$ cat src/rtl/stopwatch_ctrl.sv
// Stopwatch controller: start/stop and lap/clear sequencing, a 0.1 s prescaler,
// cascaded BCD tenths/seconds/minutes counters and a lap snapshot register.
module stopwatch_ctrl #(
  parameter int TICK_DIV = 5000000
) (
  input  logic       clk,
  input  logic       aclr,
  input  logic       btn_ss,
  input  logic       btn_lc,
  output logic [3:0] tenths,
  output logic [3:0] sec_lo,
  output logic [3:0] sec_hi,
  output logic [3:0] min,
  output logic       running,
  output logic       frozen
);

  // state   | meaning
  // S_IDLE  | cleared, waiting for start
  // S_RUN   | timebase advancing, live display
  // S_LAP   | timebase advancing, display holds the snapshot
  // S_PAUSE | timebase halted, prescaler phase retained
  typedef enum logic [1:0] {S_IDLE, S_RUN, S_LAP, S_PAUSE} state_t;

  localparam int PW = (TICK_DIV > 2) ? $clog2(TICK_DIV) : 1;
  localparam logic [PW-1:0] PRE_LAST = PW'(TICK_DIV - 1);

  state_t        state_q, state_d;
  logic          ss_prev_q, lc_prev_q;
  logic [PW-1:0] pre_q, pre_d;
  logic [3:0]    tenths_q, tenths_d;
  logic [3:0]    sec_lo_q, sec_lo_d;
  logic [3:0]    sec_hi_q, sec_hi_d;
  logic [3:0]    min_q, min_d;
  logic [15:0]   snap_q, snap_d;
  logic [15:0]   disp_q, disp_d;
  logic          running_q, frozen_q;

  logic ss_press, lc_press;
  logic adv, tick, clear_all;

  assign ss_press = btn_ss & ~ss_prev_q;
  // start/stop has priority when both buttons rise together
  assign lc_press = btn_lc & ~lc_prev_q & ~ss_press;

  always_comb begin
    state_d = state_q;
    unique case (state_q)
      S_IDLE:  if (ss_press) state_d = S_RUN;
      S_RUN: begin
        if (ss_press)      state_d = S_PAUSE;
        else if (lc_press) state_d = S_LAP;
      end
      S_LAP: begin
        if (ss_press)      state_d = S_PAUSE;
        else if (lc_press) state_d = S_RUN;
      end
      S_PAUSE: begin
        if (ss_press)      state_d = S_RUN;
        else if (lc_press) state_d = S_IDLE;
      end
      default: state_d = S_IDLE;
    endcase
  end

  // The prescaler only moves on edges that begin and end in a running state,
  // so stop/resume edges neither gain nor lose phase.
  always_comb begin
    adv       = ((state_q == S_RUN) || (state_q == S_LAP)) &&
                ((state_d == S_RUN) || (state_d == S_LAP));
    tick      = adv && (pre_q == PRE_LAST);
    clear_all = (state_q == S_PAUSE) && (state_d == S_IDLE);

    pre_d    = pre_q;
    tenths_d = tenths_q;
    sec_lo_d = sec_lo_q;
    sec_hi_d = sec_hi_q;
    min_d    = min_q;
    snap_d   = snap_q;

    if (clear_all) begin
      pre_d    = '0;
      tenths_d = '0;
      sec_lo_d = '0;
      sec_hi_d = '0;
      min_d    = '0;
    end else begin
      if (adv) pre_d = tick ? '0 : pre_q + PW'(1);
      if (tick) begin
        if (tenths_q == 4'd9) begin
          tenths_d = '0;
          if (sec_lo_q == 4'd9) begin
            sec_lo_d = '0;
            if (sec_hi_q == 4'd5) begin
              sec_hi_d = '0;
              min_d    = (min_q == 4'd9) ? 4'd0 : min_q + 4'd1;
            end else begin
              sec_hi_d = sec_hi_q + 4'd1;
            end
          end else begin
            sec_lo_d = sec_lo_q + 4'd1;
          end
        end else begin
          tenths_d = tenths_q + 4'd1;
        end
      end
    end

    if ((state_q == S_RUN) && (state_d == S_LAP))
      snap_d = {min_q, sec_hi_q, sec_lo_q, tenths_q};

    disp_d = (state_d == S_LAP) ? snap_d : {min_d, sec_hi_d, sec_lo_d, tenths_d};
  end

  always_ff @(posedge clk or negedge aclr) begin
    if (!aclr) begin
      state_q   <= S_IDLE;
      ss_prev_q <= 1'b1;
      lc_prev_q <= 1'b1;
      pre_q     <= '0;
      tenths_q  <= '0;
      sec_lo_q  <= '0;
      sec_hi_q  <= '0;
      min_q     <= '0;
      snap_q    <= '0;
      disp_q    <= '0;
      running_q <= 1'b0;
      frozen_q  <= 1'b0;
    end else begin
      state_q   <= state_d;
      ss_prev_q <= btn_ss;
      lc_prev_q <= btn_lc;
      pre_q     <= pre_d;
      tenths_q  <= tenths_d;
      sec_lo_q  <= sec_lo_d;
      sec_hi_q  <= sec_hi_d;
      min_q     <= min_d;
      snap_q    <= snap_d;
      disp_q    <= disp_d;
      running_q <= (state_d == S_RUN) || (state_d == S_LAP);
      frozen_q  <= (state_d == S_LAP);
    end
  end

  assign min     = disp_q[15:12];
  assign sec_hi  = disp_q[11:8];
  assign sec_lo  = disp_q[7:4];
  assign tenths  = disp_q[3:0];
  assign running = running_q;
  assign frozen  = frozen_q;

endmodule

$ cat config.mk
export PLATFORM = sky130hd
export DESIGN_NAME = stopwatch_ctrl
export DESIGN_NICKNAME = d
export VERILOG_FILES = /design/src/rtl/stopwatch_ctrl.sv
export SDC_FILE = /design/constraint.sdc
export NUM_CORES = 1
export LEC_CHECK = 0
export ABC_AREA = 1
export CORE_MARGIN = 1.5
export CORE_UTILIZATION = 35
export CTS_BUF_LIST = sky130_fd_sc_hd__clkbuf_8
export DETAILED_ROUTE_END_ITERATION = 10
export SYNTH_ARGS = -nofsm -noshare
export SYNTH_HDL_FRONTEND = slang
export SYNTH_SLANG_ARGS = --single-unit
$ cat constraint.sdc
create_clock -name clk -period 3.1 [get_ports clk]
set_input_delay 0.62 -clock clk [delete_from_list [all_inputs] [get_ports clk]]
set_output_delay 0.62 -clock clk [all_outputs]
set_load 0.005 [all_outputs]
==> impl_metrics.ini <==
[layout]
fin_util_pct = 41.5
final_net_count = 620
layout-drive-gt1-share_pct = 12.8
area_growth_pct = 16.1
finalNonFillerCells = 757
mostFrequentLayoutCell = nand2_1
diodes = 0
final_cell_mix = nand2_1, dfrtp_1, inv_1

[global_routing]
groute.usage.overall_pct = 17.2
grt_pass1_wl_um = 17700
grt_pass1_vias = 3832
grt_overflow = 0
antenna_found_initial = 0
grt_max_degree = 78

[min_path]
hold_class = primary input to asynchronous set/reset pin

[setup_path]
rr_endpoint = sec_hi_q[2]
arrival_ns = 3.01
crit_start = btn_ss
criticalPathCategory = primary input to flop
path_cells = clkdlybuf4s50_1, inv_1, nor2_1, inv_1, a21oi_1, a31oi_1, nand2_1, inv_1, ha_1, nor2_1, nand2_1, nor2_2, nand2_2, nor2_8, nand2_4, nand2_1, o21ai_2, and2_1
cp_max_fo = 8
crit_path_end_kind = flop
r2r_cells = 17
crit_path_end = sec_hi_q[2]
cpMaxStageDelayCell = clkdlybuf4s50_1
crit_required_ns = 3.36
cp-start-kind = primary input
r2r-start = state_q[1]
rrSetupSlack_ns = 0.55
slowest_delay_ns = 0.47

[logic_synthesis]
avgSynthCellArea_um2 = 7.56
yosysTopAreaCell = dfrtp_1
synth_edf_count = 0
yosys_register_bits = 77
yosysSeqAreaShare_pct = 45.2
synth.top_cells.by_area = dfrtp_1, nand2_1, inv_1
synth-warning-count = 0
synth_top_area_share_pct = 43.9
ys_types = 39
synthesis.area_um2 = 4270
synthCells = 565
ys.flop_type = dfrtp_1
syn_nets = 580
synth-async-reset-ratio_pct = 100

[power]
p_leak_nw = 2.37
peakVddDrop_v = 0.000324
power_density_nw_per_um2 = 772

[clocking]
postCtsSetupBuffers = 0
numCtsBuffers = 9
cts_buffer_depth = 2
cts_tree = built
cts_max_level = 3
clkSinkCount = 77
cts_root_buf = clkbuf_8
cts_resized = 0
clkTransAtPathRegs_ns = 0.08
hold_buffers = 0
clock_latency_ns = 0.36

[placement]
dp_hpwl_um = 7400
pre_cts_ws_ns = -0.0633
dpl.cell_count = 741
routabilityCongestion = 0.906
io_buffers = 21

[route]
drt_wl_total_um = 10200
wire_per_inst_um = 13.4
drt-initial-drc-count = 261
vias_per_cell = 5.03
drc = 0
via_count = 3811
dr.pass1.iters = 5
postRouteAntennaNets = 0

[sta]
maxSlewViolCount = 0
skew_ns = 0.00813
finalSetupViolations = 0
fmax_mhz = 364
setup_ws_ns = 0.352
hold_viol_final = 0
rsz0062_at_grt = false
finalCritPeriodShare_pct = 88.6
tightest_slew_ns = 0.971
min_period_ns = 2.75
maxSlewHeadroom_pct = 35.2

[die]
die_h_um = 113
core_um2 = 12000
ioPinCount = 22
initial_core_util_pct = 35.7
dieArea_um2 = 12900
fp.dieW_um = 113
row_count = 40

[run_status]
status = completed

[job]
cap_violations = 0
## report_power, final
part           switching (W)  internal (W)  total (W)
clock network       0.000394      0.000418   0.000811
registers           0.000151       0.00122    0.00137
logic                0.00103      0.000620    0.00165
## worst min path at each step
stage | from | to | slack (ns) | depth (start not counted)
detailed placement | pre_q[21] | pre_q[21] | 0.46 | 2
global placement | pre_q[21] | pre_q[21] | 0.46 | 2
finish | aclr | disp_q[13] | 0.41 | 1
global route | aclr | disp_q[12] | 0.50 | 1
CTS | aclr | disp_q[13] | 0.45 | 1
floorplan | aclr | disp_q[0] | 0.32 | 0
## metrics by stage
| stage | cell area, um2 | hold slack, ns | setup TNS, ns | total power (W) |
|---|---|---|---|---|
| floorplan | 4270 | 0.324 | 0 | 0.00236 |
| global placement | 4750 | 0.463 | 0 | 0.00299 |
| detailed placement | 4750 | 0.465 | -0.528 | 0.00304 |
| CTS | 4960 | 0.454 | 0 | 0.00386 |
| global route | 4960 | 0.498 | 0 | 0.00414 |
| finish | 4960 | 0.413 | 0 | 0.00383 |
## critical path: cells and delay by family
kind / cells / cell delay (ns)
and+or+nand+nor: 10 / 1.12
adders and majority gates: 1 / 0.28
buffers and inverters: 4 / 0.67
AOI/OAI and AO/OA: 3 / 0.33
## synth_stat cells (2+ instances only)
library cell  count
a21oi_1          15
a31oi_1           4
and3_1            3
buf_2             4
clkbuf_1          5
dfrtp_1          75
dfstp_2           2
ha_1             11
inv_1            57
inv_2             6
nand2_1         184
nand2_2           8
nand2_4           2
nand3_1          39
nand4_1          16
nor2_1           54
nor2_2            7
nor2_4            5
nor3_1            9
nor3_2            2
o21ai_0          31
o21ai_1           3
o21ai_2           4
xor2_1            4
## metal layers
metal	share of wire [%]	routed length (um)	up-vias	global-route usage [%]
met1	45	4620	1815	21.6
met3	3.9	394	19	3.77
met5	0	0	-	0
met4	1.8	182	0	6.92
met2	49	4980	80	28.7
li1	-	-	1897	-
## final cells by class
| cell class | count | area (um2) |
|---|---|---|
| clock inverters | 5 | 57.6 |
| well taps | 147 | 184 |
| inverters | 64 | 241 |
| multi-input cells | 414 | 2050 |
| clock buffers | 11 | 151 |
| repair buffers | 39 | 343 |
| flip-flops and latches | 77 | 1930 |
| fillers | 1179 | 7000 |
## kinds of logic (layout without fill, tap and decap cells)
| family | count (synthesis) | count (layout) | share of synthesized area (%) |
|---|---|---|---|
| simple gates | 335 | 335 | 35.5 |
| compound gates | 64 | 64 | 8.52 |
| flops | 77 | 77 | 45.2 |
| xor+xnor | 4 | 4 | 0.820 |
| fa+ha+maj | 11 | 11 | 3.22 |
| buf+inv | 74 | 119 | 6.74 |
## registers in the layout, indices dropped and copies added (netlist names)
register,cells
pre_q,23
running,1
disp_q,16
min_q,4
frozen,1
state_q,2
snap_q,16
sec_lo_q,4
sec_hi_q,4
tenths_q,4
lc_prev_q,1
ss_prev_q,1
Power figures use the tool's default switching activity.
